**src/rtl/seg_load_ctrl.sv**
```systemverilog
// Segment-register / IP write sequencer: arbitrates interrupt, far-transfer and EU requests,
// strobes the register enables, flushes the prefetch queue after CS changes, tracks SS inhibit.
module seg_load_ctrl #(
  parameter int unsigned WIDTH        = 16,
  parameter int unsigned FLUSH_CYCLES = 1
) (
  input  logic             CLK,
  input  logic             RST,
  input  logic             if_flag,
  input  logic             int_req,
  input  logic [WIDTH-1:0] int_cs,
  input  logic [WIDTH-1:0] int_ip,
  input  logic             jmp_req,
  input  logic [WIDTH-1:0] jmp_cs,
  input  logic [WIDTH-1:0] jmp_ip,
  input  logic             mov_req,
  input  logic [1:0]       mov_sel,
  input  logic [WIDTH-1:0] mov_data,
  input  logic             instr_done,
  output logic [WIDTH-1:0] seg_d,
  output logic             ena_es,
  output logic             ena_cs,
  output logic             ena_ss,
  output logic             ena_ds,
  output logic [WIDTH-1:0] ip_d,
  output logic             ip_ena,
  output logic             flush,
  output logic             int_ack,
  output logic             jmp_ack,
  output logic             mov_ack,
  output logic             mov_err,
  output logic             busy,
  output logic             int_inhibit
);

  localparam logic [1:0] StIdle  = 2'd0;
  localparam logic [1:0] StWrite = 2'd1;
  localparam logic [1:0] StFlush = 2'd2;
  localparam logic [1:0] StDone  = 2'd3;

  localparam logic [1:0] WinInt = 2'd0;
  localparam logic [1:0] WinJmp = 2'd1;
  localparam logic [1:0] WinMov = 2'd2;

  localparam logic [1:0] SelEs = 2'd0;
  localparam logic [1:0] SelCs = 2'd1;
  localparam logic [1:0] SelSs = 2'd2;
  localparam logic [1:0] SelDs = 2'd3;

  localparam logic [1:0] FlushLast = 2'(FLUSH_CYCLES - 1);

  logic [1:0]       state_q, state_d;
  logic [1:0]       win_q, win_d;
  logic [1:0]       sel_q, sel_d;
  logic             err_q, err_d;
  logic [1:0]       cnt_q, cnt_d;
  logic [WIDTH-1:0] seg_q, seg_d_d;
  logic [WIDTH-1:0] ip_q, ip_d_d;
  logic             inh_q, inh_d;
  logic             ena_es_q, ena_es_d;
  logic             ena_cs_q, ena_cs_d;
  logic             ena_ss_q, ena_ss_d;
  logic             ena_ds_q, ena_ds_d;
  logic             ip_ena_q, ip_ena_d;
  logic             flush_q, flush_d;
  logic             int_ack_q, int_ack_d;
  logic             jmp_ack_q, jmp_ack_d;
  logic             mov_ack_q, mov_ack_d;
  logic             mov_err_q, mov_err_d;
  logic             busy_q, busy_d;
  logic             int_ok;

  assign int_ok = int_req && if_flag && !inh_q;

  always_comb begin
    state_d = state_q;
    win_d   = win_q;
    sel_d   = sel_q;
    err_d   = err_q;
    cnt_d   = cnt_q;
    seg_d_d = seg_q;
    ip_d_d  = ip_q;

    case (state_q)
      StIdle: begin
        if (int_ok) begin
          win_d   = WinInt;
          err_d   = 1'b0;
          seg_d_d = int_cs;
          ip_d_d  = int_ip;
          state_d = StWrite;
        end else if (jmp_req) begin
          win_d   = WinJmp;
          err_d   = 1'b0;
          seg_d_d = jmp_cs;
          ip_d_d  = jmp_ip;
          state_d = StWrite;
        end else if (mov_req) begin
          win_d = WinMov;
          sel_d = mov_sel;
          // CS may only change together with IP, so a lone CS write is refused
          if (mov_sel == SelCs) begin
            err_d   = 1'b1;
            state_d = StDone;
          end else begin
            err_d   = 1'b0;
            seg_d_d = mov_data;
            state_d = StWrite;
          end
        end
      end
      StWrite: begin
        if (win_q == WinMov) begin
          state_d = StDone;
        end else begin
          cnt_d   = 2'd0;
          state_d = StFlush;
        end
      end
      StFlush: begin
        if (cnt_q == FlushLast) begin
          state_d = StDone;
        end else begin
          cnt_d = cnt_q + 2'd1;
        end
      end
      default: state_d = StIdle;
    endcase
  end

  // Outputs are decoded from the next state so every strobe comes straight from a flop.
  always_comb begin
    ena_es_d  = (state_d == StWrite) && (win_d == WinMov) && (sel_d == SelEs);
    ena_ss_d  = (state_d == StWrite) && (win_d == WinMov) && (sel_d == SelSs);
    ena_ds_d  = (state_d == StWrite) && (win_d == WinMov) && (sel_d == SelDs);
    ena_cs_d  = (state_d == StWrite) && (win_d != WinMov);
    ip_ena_d  = (state_d == StWrite) && (win_d != WinMov);
    flush_d   = (state_d == StFlush);
    int_ack_d = (state_d == StDone) && (win_d == WinInt);
    jmp_ack_d = (state_d == StDone) && (win_d == WinJmp);
    mov_ack_d = (state_d == StDone) && (win_d == WinMov);
    mov_err_d = (state_d == StDone) && (win_d == WinMov) && err_d;
    busy_d    = (state_d != StIdle);

    // Setting on the SS write outranks a coincident instr_done
    inh_d = inh_q;
    if ((state_q == StWrite) && (win_q == WinMov) && (sel_q == SelSs)) begin
      inh_d = 1'b1;
    end else if (instr_done) begin
      inh_d = 1'b0;
    end
  end

  always_ff @(posedge CLK) begin
    if (!RST) begin
      state_q   <= StIdle;
      win_q     <= WinInt;
      sel_q     <= SelEs;
      err_q     <= 1'b0;
      cnt_q     <= 2'd0;
      seg_q     <= '0;
      ip_q      <= '0;
      inh_q     <= 1'b0;
      ena_es_q  <= 1'b0;
      ena_cs_q  <= 1'b0;
      ena_ss_q  <= 1'b0;
      ena_ds_q  <= 1'b0;
      ip_ena_q  <= 1'b0;
      flush_q   <= 1'b0;
      int_ack_q <= 1'b0;
      jmp_ack_q <= 1'b0;
      mov_ack_q <= 1'b0;
      mov_err_q <= 1'b0;
      busy_q    <= 1'b0;
    end else begin
      state_q   <= state_d;
      win_q     <= win_d;
      sel_q     <= sel_d;
      err_q     <= err_d;
      cnt_q     <= cnt_d;
      seg_q     <= seg_d_d;
      ip_q      <= ip_d_d;
      inh_q     <= inh_d;
      ena_es_q  <= ena_es_d;
      ena_cs_q  <= ena_cs_d;
      ena_ss_q  <= ena_ss_d;
      ena_ds_q  <= ena_ds_d;
      ip_ena_q  <= ip_ena_d;
      flush_q   <= flush_d;
      int_ack_q <= int_ack_d;
      jmp_ack_q <= jmp_ack_d;
      mov_ack_q <= mov_ack_d;
      mov_err_q <= mov_err_d;
      busy_q    <= busy_d;
    end
  end

  assign seg_d       = seg_q;
  assign ip_d        = ip_q;
  assign ena_es      = ena_es_q;
  assign ena_cs      = ena_cs_q;
  assign ena_ss      = ena_ss_q;
  assign ena_ds      = ena_ds_q;
  assign ip_ena      = ip_ena_q;
  assign flush       = flush_q;
  assign int_ack     = int_ack_q;
  assign jmp_ack     = jmp_ack_q;
  assign mov_ack     = mov_ack_q;
  assign mov_err     = mov_err_q;
  assign busy        = busy_q;
  assign int_inhibit = inh_q;

endmodule

```
**config.mk**
```make
export PLATFORM = sky130hd
export DESIGN_NAME = seg_load_ctrl
export DESIGN_NICKNAME = d
export VERILOG_FILES = /design/src/rtl/seg_load_ctrl.sv
export SDC_FILE = /design/constraint.sdc
export NUM_CORES = 1
export LEC_CHECK = 0
export CAP_MARGIN = 20
export CORE_MARGIN = 4
export CORE_UTILIZATION = 30
export CTS_BUF_LIST = sky130_fd_sc_hd__clkbuf_4 sky130_fd_sc_hd__clkbuf_8 sky130_fd_sc_hd__clkbuf_16
export DETAILED_ROUTE_END_ITERATION = 6
export HOLD_SLACK_MARGIN = 0.02
export PLACE_DENSITY = 0.7
export SYNTH_ARGS = -nofsm -noshare
export SYNTH_HDL_FRONTEND = slang
export SYNTH_SLANG_ARGS = --single-unit
```
**constraint.sdc**
```tcl
create_clock -name CLK -period 2.69 [get_ports CLK]
set_input_delay 0.538 -clock CLK [delete_from_list [all_inputs] [get_ports CLK]]
set_output_delay 0.538 -clock CLK [all_outputs]
set_load 0.01 [all_outputs]
```
==> flow_summary.ini <==
[routing]
wirelength_um = 7660
postRouteAntennaNets = 0
firstDrtPassIters = 4
viasPerCell = 4.98
first_iter_violations = 71
dr_total_vias = 2608
wl_per_cell_um = 14.6
drc_errors = 0

[floorplan]
start_util = 0.316
die_w_um = 99.2
core.rowCount = 32
core_region_area_sq_um = 7890
top_level_ports = 133
dieArea_sq_um = 9830
dieHeight_um = 99.2

[cts]
cts_root_buf = clkbuf_8
clk_latency_ps = 310
cts_buffer_depth = 2
holdBufCountCts = 0
cts_tree = yes
clock-sinks = 52
cts_buffers = 5
cts_resized = 0
post_cts_buffers = 0
htree_num_levels = 2
clk_pin_slew_worst_paths_ps = 100

[yosys]
syn_avg_cell_area_sq_um = 8.45
syn-cell-area_sq_um = 2490
ys_ff_latch = 52
syn-num-nets = 389
synth_area_leaders = dfxtp_1 (42%), nand2_1 (11%), mux2i_1 (7.2%)
async_reset_ff_frac = 0
synthCells = 295
ys_seq_area_frac = 0.418
yosysTopAreaCell = dfxtp_1
ys_warn_count = 0
synth-edff-count = 0
synth_top_flop_cell = dfxtp_1
yosysTopAreaCellShare = 0.418
synth_cell_types = 42

[place]
port_buffers = 132
finalWeightedCongestion = 0.824
dpl_cell_area_sq_um = 3900
dpl.hpwl_um = 5900

[sta]
worst_pin_slew_ps = 665
fin_crit_ps = 2060
hold_viol_final = 0
setup_tns_ps = 0
fin_skew_ps = 8.79
final-setup-viol-count = 0
whs_ps = 457
rsz0062_at_grt = no
fmax_ghz = 0.486
slew_viol_final = 0
layout_worst_path_cycle_share = 0.764
slew_headroom = 0.556

[cells_and_area]
drive_above_1_share = 0.0616
final_common_cell = clkdlybuf4s50_1
nets = 515
final_area_sq_um = 4000
syn_to_final_growth_pct = 60.4
num_antenna_cells = 0
fill_cells = 747
layout_common_cells = clkdlybuf4s50_1 (132), nand2_1 (72), dfxtp_1 (52), nor2_1 (28), a21oi_1 (20)

[worst_setup_path]
cp_max_fo = 7
arrival_ps = 2250
slowest_stage = dfxtp_1
path_cells = inv_1, ha_1, nand2_1, o211a_1, nand2_1, a2111oi_2
critPathKind = reg -> reg
start_kind = flip-flop
crit_family = compound AO/OA/AOI/OAI gates
worstSetupEndpointType = flip-flop
required_ps = 2880
max_stage_delay_ps = 410
rrSetupSlack_ps = 630
path_common_cell = nand2_1
path_buf_inv = 1

[power]
power.density_nw_per_um2 = 774
max-vdd-ir-drop_mv = 0.320
leakagePower_nw = 1.51

[global_route]
grt_pass1_wl_um = 12000
grt_start_max_net_pins = 49
grt_usage = 0.149
grt-ovfl-total = 0
antenna_found_initial = 0
first_global_vias = 2463

[run]
cap_violations = 0

[status]
status = complete, no violations

[min_path]
hold_class = reg -> reg
registers in the layout, summed over array words and instances, names as in the netlist, 2 cells and up:
signal and count:
win_q 2, seg_d 16, cnt_q 2, state_q 2, ip_d 16, sel_q 2
final timing paths:
check / startpoint / end / depth (start not counted)
setup / recovery: state_q[0]$_SDFF_PN0_ / ena_ss$_SDFF_PN0_ / 6
hold / removal: seg_d[13]$_SDFFE_PN0P_ / seg_d[13]$_SDFFE_PN0P_ / 2
setup reg to reg: state_q[0]$_SDFF_PN0_ / ena_ss$_SDFF_PN0_ / 6
hold reg to reg: seg_d[13]$_SDFFE_PN0P_ / seg_d[13]$_SDFFE_PN0P_ / 2
tightest hold or removal path, cell delays in order, from the launching register on:
cell	delay, ps
dfxtp_1	320
nand2_1	50
a21oi_1	50
stage by stage:
step,setup WS (ps),util,instances,total power (W)
4_1_cts,636,0.507,524,0.00313
6_report,634,0.507,524,0.00310
3_3_place_gp,421,0.494,516,0.00262
5_1_grt,487,0.507,524,0.00331
2_1_floorplan,994,-,295,0.00197
3_5_place_dp,404,0.494,516,0.00264
logic make-up (layout without fill, tap and decap cells):
kind of cell    count (synthesis)  in the layout  synth area share
simple gates                  124            124             0.223
compound gates                 70             70             0.210
buf+inv                        24            151            0.0422
flops                          52             52             0.418
mux                            20             20            0.0813
fa+ha+maj                       5              5            0.0251
synthesized netlist by cell type (2+ instances only):
library cell and count:
buf_2 6, mux2i_1 18, buf_4 2, o211a_1 2, nor2_1 28, nor3_1 2
a21oi_1 20, clkbuf_1 10, nand2_1 72, dfxtp_1 52, nor2b_1 2, nor4_1 2
nor4b_1 2, o211ai_1 16, and2_1 2, a311oi_1 16, mux2_2 2, nand3b_1 3
a2111oi_2 3, inv_1 4, nand2_2 2, nand2b_1 2, o21ai_0 4, ha_1 5
report_power, final:
group	internal, W	leakage [nW]	switching (W)	total (W)
logic	0.000737	1.04	0.000810	0.00155
registers	0.000974	0.428	0.000103	0.00108
clock network	0.000209	0.0434	0.000262	0.000471
total	0.00192	1.51	0.00118	0.00310
routing by layer:
metal | wire length, um | track usage | vias to the layer above | share of wire
li1 | - | - | 1303 | -
met1 | 3210 | 0.174 | 1208 | 0.42
met2 | 3690 | 0.255 | 87 | 0.48
met3 | 659 | 0.0554 | 10 | 0.086
met4 | 99 | 0.0431 | 0 | 0.013
met5 | 0 | 0 | - | 0
area by class of cell:
cell class                 count  area (sq um)  area share
inverter                       5          18.8     0.00469
clock inverter                 2          15.0     0.00376
tap                          102           128      0.0319
sequential                    52          1040       0.260
multi-input combinational    219          1350       0.337
clock buffer                   6          82.6      0.0207
timing repair buffer         138          1370       0.342
Note: power is estimated with default switching activity, not from simulation.
==> edit (same flow settings) <==
Register the output `seg_d` once more, with the module's reset; this adds one clock of latency there. The other outputs are not delayed to match.
--- a/src/rtl/seg_load_ctrl.sv
+++ b/src/rtl/seg_load_ctrl.sv
@@ -197,3 +197,9 @@
 
-  assign seg_d       = seg_q;
+  always_ff @(posedge CLK) begin
+    if (!RST) begin
+      seg_d <= '0;
+    end else begin
+      seg_d <= seg_q;
+    end
+  end
   assign ip_d        = ip_q;
Formal check against the unedited RTL: not equivalent (Yosys sat finds a counterexample within 4 cycles, from zero or initial values and one cycle with RST low).
==> edit against the unedited design <==
  * Routed wire length is 10% higher
  * Cell area is 21% higher
  * Power is 24% higher
  * Non-clock buffer count is 3 higher
  * Clock skew hardly changed
  * Critical path depth stayed put
  * Area after synthesis is 30% higher
  * Sequential cell count is 16 higher
  * Core utilization is 4.1 points lower
  * Setup slack better by 0.039 ns
  * Largest power group unchanged
  * Highest routed layer unchanged
==> edit: results <==
[yosys]
ys_seq_area_share_pct = 42.0
synth_commonest_cells = 71 x nand2_1, 68 x dfxtp_1, 34 x mux2i_1, 23 x inv_1
postSynthNetCount = 426
synth_compound_area_share_pct = 16.2
synthAdderAreaFrac_pct = 1.93
synth_mux_area_share_pct = 11.2
ys_types = 48
synth_area_leaders = dfxtp_1 42%, mux2i_1 10%, nand2_1 8.2%
async_reset_ff_share_pct = 0
synthCells = 332

[global_routing]
grt_pass1_wl_mm = 13.9
grt_usage_pct = 13.6
grt_pass1_vias = 2883
grt_max_degree = 50

[routing]
drt-total-wl_mm = 8.43
drc_errors = 0
detailedRoute.firstIterationViolations = 71
via_count = 2806
wl_per_cell_um = 14.0

[clocking]
cts_root_buf = clkbuf_8
cts_resized = 0
clk_pin_slew_ns = 0.08
numCtsBuffers = 9
clock_latency_ns = 0.34
h-tree-depth = 3

[hold_path]
hp-start = seg_q[10]$_SDFFE_PN0P_
hp-class = reg2reg
worstHoldEndpoint = seg_d[10]$_SDFF_PN0_
worstHoldPathCells = 2

[timing]
fin_worst_skew_ns = 0.00872
tightest_slew_ns = 0.990

[layout]
layout-drive-gt1-share_pct = 14.2
fin_nets = 553
fill_cells = 994

[placed_design]
gp_routability_congestion = 0.799
post-dp-hpwl_mm = 6.34
dp.cells = 584

[critical_path]
critPathTopFamily = simple AND/OR/NAND/NOR gates
crit_slowest_cell = ha_1
crit_fanout = 11
r2r_slack_ns = 0.67
critPathMaxStageDelay_ns = 0.43
endpoint = ena_ds$_SDFF_PN0_
r2r_cells = 6
crit_start = state_q[1]$_SDFF_PN0_

[power_and_ir_drop]
max-vdd-ir-drop_uv = 415
p_leak_nw = 1.95
p_seq_share_pct = 36.5
pg_seq_mw = 1.40
pg_comb_mw = 1.59
swShare_pct = 34.4

[outcome]
outcome = finished, final reports clean
-- edit: final cells by class --
class                      instances  share of cell area [%]
inverter                          23                    1.78
tap                              136                    3.51
sequential                        68                    28.1
clock inverter                     6                    1.32
multi-input combinational        216                    33.3
clock buffer                      10                    2.84
timing repair buffer             141                    29.2
-- edit: per-stage QoR --
| stage | util (%) | cell area (um2) | setup slack, ns | hold slack, ns |
|---|---|---|---|---|
| CTS | 46.6 | 4850 | 0.705 | 0.436 |
| detailed placement | 44.6 | 4650 | 0.336 | 0.417 |
| global route | 46.6 | 4850 | 0.508 | 0.459 |
| global placement | 44.6 | 4650 | 0.390 | 0.412 |
| floorplan | - | 3240 | 1.04 | 0.404 |
| finish | 46.6 | 4850 | 0.673 | 0.433 |
-- edit: layer usage --
layer | part of all wire, % | routed length [um] | global-route usage (%)
met5 | 0 | 0 | 0
met2 | 49 | 4160 | 23.7
met4 | 1.9 | 157 | 5.21
met1 | 40 | 3340 | 15.0
met3 | 9.2 | 775 | 5.27
